--- config.mk ---
export PLATFORM = sky130hd
export DESIGN_NAME = pipe_status_stage
export DESIGN_NICKNAME = d
export VERILOG_FILES = /design/src/rtl/pipe_status_stage.sv
export SDC_FILE = /design/constraint.sdc
export NUM_CORES = 1
export LEC_CHECK = 0
export CORE_MARGIN = 5
export CORE_UTILIZATION = 30
export DETAILED_ROUTE_END_ITERATION = 8
export GPL_ROUTABILITY_DRIVEN = 1
export PLACE_DENSITY_LB_ADDON = 0.08
export SLEW_MARGIN = 15
export SYNTH_ARGS = -nofsm -noshare
export SYNTH_HDL_FRONTEND = slang
export SYNTH_SLANG_ARGS = --single-unit
--- constraint.sdc ---
create_clock -name clk -period 6 [get_ports clk]
set_input_delay 1.2 -clock clk [delete_from_list [all_inputs] [get_ports clk]]
set_output_delay 1.2 -clock clk [all_outputs]
set_load 0.02 [all_outputs]
--- src/rtl/pipe_status_stage.sv ---
// Elastic pipeline stage: DEPTH-entry in-order buffer of {status, payload} with
// registered-only backwards status, JUMP flush propagation and precise-fault blocking.
module pipe_status_stage #(
    parameter int DATA_WIDTH       = 32,
    parameter int DEPTH            = 2,
    parameter int PROPAGATE_JUMP   = 1,
    parameter int HOLD_AFTER_FAULT = 1
) (
    input  logic                         clk,
    input  logic                         reset,
    input  logic [3:0]                   in_status,
    input  logic [DATA_WIDTH-1:0]        in_data,
    output logic [1:0]                   up_status,
    output logic [3:0]                   out_status,
    output logic [DATA_WIDTH-1:0]        out_data,
    input  logic [1:0]                   down_status,
    output logic [$clog2(DEPTH+1)-1:0]   occupancy
);

    localparam int PTR_W = $clog2(DEPTH);
    localparam int CNT_W = $clog2(DEPTH + 1);

    localparam logic [3:0] ST_BUBBLE  = 4'd1;
    localparam logic [3:0] ST_ILLEGAL = 4'd4;
    localparam logic [3:0] ST_LAST    = 4'd10;

    localparam logic [1:0] BK_READY = 2'd0;
    localparam logic [1:0] BK_STALL = 2'd1;
    localparam logic [1:0] BK_JUMP  = 2'd2;

    logic [3:0]            status_mem [DEPTH];
    logic [DATA_WIDTH-1:0] data_mem   [DEPTH];

    logic [PTR_W-1:0] head_reg, head_next;
    logic [PTR_W-1:0] tail_reg, tail_next;
    logic [CNT_W-1:0] count_reg, count_next;
    logic             jump_pending_reg, jump_pending_next;
    logic             fault_block_reg, fault_block_next;

    logic [3:0] in_status_clean;
    logic       down_ready;
    logic       down_jump;
    logic       push;
    logic       pop;
    logic       in_is_fault;
    logic       head_is_fault;

    function automatic logic is_fault(input logic [3:0] s);
        return (s >= 4'd2) && (s <= ST_LAST);
    endfunction

    function automatic logic [PTR_W-1:0] ptr_inc(input logic [PTR_W-1:0] p);
        return (p == PTR_W'(DEPTH - 1)) ? '0 : p + 1'b1;
    endfunction

    // Codes above EBREAK are not meaningful upstream; down_status=3 behaves as STALL.
    assign in_status_clean = (in_status > ST_LAST) ? ST_ILLEGAL : in_status;
    assign down_ready      = (down_status == BK_READY);
    assign down_jump       = (down_status == BK_JUMP);

    always_comb begin
        up_status = BK_READY;
        if (jump_pending_reg)
            up_status = BK_JUMP;
        else if (count_reg == CNT_W'(DEPTH))
            up_status = BK_STALL;
        else if ((HOLD_AFTER_FAULT != 0) && fault_block_reg)
            up_status = BK_STALL;
    end

    assign push          = (up_status == BK_READY) && (in_status != ST_BUBBLE) && !down_jump;
    assign pop           = (count_reg != '0) && down_ready;
    assign in_is_fault   = is_fault(in_status_clean);
    assign head_is_fault = is_fault(status_mem[head_reg]);

    always_comb begin
        head_next         = head_reg;
        tail_next         = tail_reg;
        count_next        = count_reg;
        jump_pending_next = 1'b0;
        fault_block_next  = fault_block_reg;

        if (down_jump) begin
            head_next         = '0;
            tail_next         = '0;
            count_next        = '0;
            jump_pending_next = (PROPAGATE_JUMP != 0);
            fault_block_next  = 1'b0;
        end else begin
            if (push)
                tail_next = ptr_inc(tail_reg);
            if (pop)
                head_next = ptr_inc(head_reg);
            if (push && !pop)
                count_next = count_reg + 1'b1;
            else if (pop && !push)
                count_next = count_reg - 1'b1;

            // With the hold active a fault push can never coincide with a fault pop.
            if (push && in_is_fault && (HOLD_AFTER_FAULT != 0))
                fault_block_next = 1'b1;
            else if (pop && head_is_fault)
                fault_block_next = 1'b0;
        end
    end

    always_ff @(posedge clk) begin
        if (reset) begin
            head_reg         <= '0;
            tail_reg         <= '0;
            count_reg        <= '0;
            jump_pending_reg <= 1'b0;
            fault_block_reg  <= 1'b0;
        end else begin
            head_reg         <= head_next;
            tail_reg         <= tail_next;
            count_reg        <= count_next;
            jump_pending_reg <= jump_pending_next;
            fault_block_reg  <= fault_block_next;
        end
    end

    // Storage needs no reset: entries are only visible while count_reg covers them.
    always_ff @(posedge clk) begin
        if (push && !reset) begin
            status_mem[tail_reg] <= in_status_clean;
            data_mem[tail_reg]   <= in_data;
        end
    end

    assign out_status = (count_reg != '0) ? status_mem[head_reg] : ST_BUBBLE;
    assign out_data   = (count_reg != '0) ? data_mem[head_reg] : '0;
    assign occupancy  = count_reg;

endmodule

# Word-level counts from Yosys, hierarchy flattened
# Memories as Yosys holds them, arrays and structs flattened. A register that Yosys moved wholly into a read port is not among the register bits.
# Index checks and enable logic that the tools add are counted.
[word_totals] output_inout_bits=40 latchBits=0 ram_bits=72 register_bits=6 in_bits=40 n_memories=2 mem_bits_ro=0 elab_cells=58
[memory_table] name="data_mem" words=2 word_bits=32 read_ports=1 rd_clocked_by_memory_dff=1 write_ports=1 line_no="32" source="logic [DATA_WIDTH-1:0] data_mem [DEPTH];"
[memory_table] name="status_mem" words=2 word_bits=4 read_ports=1 rd_clocked_by_memory_dff=1 write_ports=1 line_no="31" source="logic [3:0] status_mem [DEPTH];"
[op_classes] bitwise=0 add_sub_neg=4 shifts=0 n_mul=0 mux=19 div=0 n_eq_ne=3 order_cmp=5 n_reduce_logical=20
[ops] cell="32-bit two-way mux" n=1
[ops] cell="1-bit two-way mux" n=12
[ops] cell="1-bit logical AND" n=10
[ops] cell="4-bit by 2-bit greater-or-equal comparator with 1-bit output (second input constant)" n=2
[ops] cell="4-bit less-or-equal comparator (second input constant)" n=2
[ops] cell="2-bit two-way mux" n=4
[ops] cell="4-bit two-way mux" n=2
[ops] cell="2-bit nonzero test" n=3
[ops] cell="2-bit equality test (second input constant)" n=2
[ops] cell="4-bit greater-than comparator (second input constant)" n=1
[ops] cell="1-bit logical NOT" n=4
[ops] cell="2-bit logical NOT" n=2
[ops] cell="4-bit by 1-bit != test with 1-bit output (second input constant)" n=1
[ops] cell="1-bit adder (second input constant)" n=2
[ops] cell="2-bit by 1-bit adder with 2-bit output (second input constant)" n=1
[ops] cell="2-bit OR reduction" n=1
[ops] cell="2-bit by 1-bit subtractor with 2-bit output (second input constant)" n=1

# Logic depth before layout (Yosys ltp)
[logic_depth] ltp_word=10 depth_mapped=8 mapped_depth_nobuf=8

# Worst setup path after synthesis
# Ideal clock, no wire load.
[synth_path] path_kind="input -> register" from="input down_status[1]" to="memory data_mem[1][0] (enable)" setup_time_ns=0.482 setup_slack_ns=0.868 cell_stages=4 t_arrival_ns=4.650 required_ns=5.518 n_path_buf=0 cell_sequence="nor2b_1 a2111o_1 or2_1 nor3b_1"
[synth_via] elab_chain_cells=6
[synth_lines] item="from (decl)" line_no="16" source="input logic [1:0] down_status,"
[synth_lines] item="2-bit equality test" line_no="59" source="assign down_jump = (down_status == BK_JUMP);"
[synth_lines] item="1-bit logical NOT" line_no="71" source="assign push = (up_status == BK_READY) && (in_status != ST_BUBBLE) && !down_jump;"
[synth_lines] item="1-bit logical AND" line_no="71"
[synth_lines] item="1-bit logical AND" line_no="125" source="if (push && !reset) begin"
[synth_lines] item="1-bit two-way mux" line_no="125"
[synth_lines] item="1-bit two-way mux (not written as such)" line_no="127" source="data_mem[tail_reg] <= in_data;"
[synth_lines] item="to (decl)" line_no="32"
# No other way between the ends.

# Worst setup path after layout
[layout_path] from="input down_status[1]" to="memory data_mem[1][14] (enable)"
# The elaborated chain is that of the path after synthesis.

==> results_dict.tcl <==
set metrics [dict create \
    seqPwrFrac 0.436 \
    crit_type "in2reg" \
    cts_buffers 9 \
    worst_pin_slew_ns 0.8929 \
    reg2regPathDepth 5 \
    clock_power_share 0.250 \
    critPathMaxFanout 30 \
    synth_ff_type "edfxtp_1" \
    grt_overflow 0 \
    dpl.hpwl_mm 4.297 \
    post_cts_resized 0 \
    min_period_over_period 0.5891 \
    cts_tree "yes" \
    multi_input_area_um2 788.3 \
    synth_seq_cells 79 \
    cp.required_ns 6.00 \
    post-place-cells 417 \
    root_buffer "clkbuf_8" \
    final_max_slew_viol_count 0 \
    endpoint_kind "flop" \
    setup_tns_ns 0 \
    ant_nets 0 \
    gp_congestion 0.6810 \
    cp.arrival_ns 3.53 \
    totalWireLength_mm 6.560 \
    io_buffers 79 \
    hp-class "reg2reg" \
    grt_usage 0.1089 \
    final_area_mm2 0.004285 \
    dieHeight_um 112.1 \
    setup_viol 0 \
    drive_gt1_frac 0.09091 \
    nFillCells 951 \
    start_kind "input port" \
    r2r_start "occupancy[0]" \
    largest_register "data_mem" \
    outcome "complete, no violations" \
    clockBufferDepth 2 \
    clock-sinks 79 \
    synth_area_leader_cell "edfxtp_1" \
    die_x_um 112.1 \
    r2r_slack_ns 3.26 \
    syn_nets 249 \
    final_cell_count_no_fill 433 \
    leakage_uw 0.001369 \
    post-route-min-period_ns 3.535 \
    vdd_drop_max_uv 200.2 \
    cts_setup_buffers 0 \
    drv_cap 0 \
    grt_pass1_vias 2062 \
    timing.rr.end "data_mem[1][14]" \
    htreeDepth 3 \
    die_area_mm2 0.01257 \
    relSlewSlack 0.4033 \
    hold_violations 0 \
    start_util 0.3059 \
    syn_inst 208 \
    area_delta_synth_final_pct 36.95 \
    hold_start "head_reg" \
    syn_area_mm2 0.003129 \
    layout.area.seq_mm2 0.002303 \
    synth_area_per_cell_um2 15.04 \
    grt_first_pass_wirelength_mm 10.56 \
    vias_per_cell 4.427 \
    routed-via-count 1917 \
    diodes 0 \
    async_flop_share 0 \
    top_usage_layer "met2" \
    power_density_mw_per_mm2 364.3 \
    clk_latency_ns 0.35 \
    whs_endpoint "head_reg" \
    drc 0 \
    antenna_found_initial 0 \
    sw_frac_of_total 0.3090 \
    dpl_cell_area_mm2 0.004086 \
    min_path_cells 2 \
    fin_nets 333 \
    rsz0062_at_grt "false" \
    yosysSeqAreaShare 0.7357 \
    holdBufCountCts 0 \
    drt-initial-drc-count 71 \
    synth.area.top_cells "edfxtp_1 (69%), mux2i_1 (11%), nor2_1 (5.0%)" \
    power_frac_comb 0.314 \
    wl_per_cell_um 15.15 \
    dr.pass1.iters 4 \
    synth-edff-count 72 \
    grtUsageMet1 0.1252 \
    final_util 0.4189 \
    coreArea_mm2 0.01023 \
    fin_hold_ws_ns 0.5212 \
    clock_skew_ns 0.005090 \
    path_clk_slew_ns 0.08 \
    grt_use_met2 0.1859 \
    fmax_mhz 282.9 \
    ys_types 30 \
    synth_warnings 0 \
    rows 37 \
    largest_reg_flops 64 \
    ios 80 \
    p_int_uw 1079 \
    p_switching_uw 482.4 \
    yosys.area.top_type_share 0.6909 \
    met3_usage 0.04097 \
    grt_start_max_net_pins 42 \
    crit_start "down_status[1]" \
]
-- worst max path at each step --
stage                            endpoint  slack, ns  cells past startpoint
after floorplan            data_mem[1][0]       0.87                      4
after global placement     data_mem[1][4]       2.14                      6
after detailed placement   data_mem[1][4]       2.08                      6
after CTS                 data_mem[1][27]       2.44                      6
after global routing          out_data[0]       2.34                      3
final                     data_mem[1][14]       2.47                      6
-- stage by stage --
step | setup WS [ns] | total power, uW
after floorplan | 0.8677 | 953.0
after global placement | 2.145 | 1194
after detailed placement | 2.079 | 1197
after CTS | 2.439 | 1588
after global routing | 2.338 | 1652
final | 2.465 | 1561
-- worst max-delay path: stages --
cell and delay, ns:
clkdlybuf4s50_1 0.41, nor2b_1 0.17, a2111o_1 0.39, or2_1 0.31
nor3b_2 0.55, buf_4 0.50
-- cell type report --
cell class	count	area share
flip-flops and latches	79	0.5375
multi-input cells	117	0.1839
well taps	136	0.03971
clock inverters	5	0.01343
inverters	3	0.002628
repair buffers	82	0.1898
clock buffers	11	0.03299
-- synth_stat cells, drive strengths merged (3+ instances only) --
cell    instances
nor2           43
a21oi           4
mux2i          35
xor2            3
edfxtp         72
inv             3
nor3            3
or3             3
clkbuf          4
and2            3
dfxtp           7
buf             5
o21ai           7
-- power by group through the flow --
| stage | clock network [uW] | registers [uW] | logic, uW |
|---|---|---|---|
| floorplan | 0 | 695 | 258 |
| global placement | 0 | 693 | 501 |
| detailed placement | 0 | 693 | 504 |
| CTS | 403 | 681 | 505 |
| global route | 430 | 687 | 535 |
| finish | 391 | 680 | 490 |
-- cells in the final DEF, fill, tap and decap left out, types with 2 or more instances in the layout --
| cell type | netlist | layout |
|---|---|---|
| o21ai_0 | 7 | 7 |
| clkbuf_8 | 0 | 10 |
| a31o_2 | 2 | 2 |
| a21oi_1 | 4 | 4 |
| nor2b_1 | 2 | 2 |
| xor2_1 | 3 | 3 |
| clkdlybuf4s50_1 | 0 | 79 |
| nor2_1 | 42 | 42 |
| and2_1 | 3 | 3 |
| dfxtp_1 | 7 | 6 |
| or3_1 | 3 | 3 |
| clkinvlp_4 | 0 | 3 |
| edfxtp_1 | 72 | 72 |
| nor3_1 | 3 | 2 |
| inv_1 | 2 | 2 |
| buf_4 | 1 | 3 |
| mux2i_1 | 35 | 35 |
-- cells by family (layout without fill, tap and decap cells) --
group | count (synthesis) | count (layout) | synth area share
buf+inv | 12 | 101 | 0.01719
mux | 35 | 35 | 0.1120
flops | 79 | 79 | 0.7357
compound gates | 18 | 18 | 0.03679
fa+ha+maj | 1 | 1 | 0.003998
simple gates | 60 | 60 | 0.08597
xor+xnor | 3 | 3 | 0.008398
-- routing by layer --
metal / vias up / part of all wire
li1: 932 / -
met1: 927 / 0.43
met2: 50 / 0.49
met3: 8 / 0.058
met4: 0 / 0.013
met5: - / 0
(Power assumes the default switching activity.)
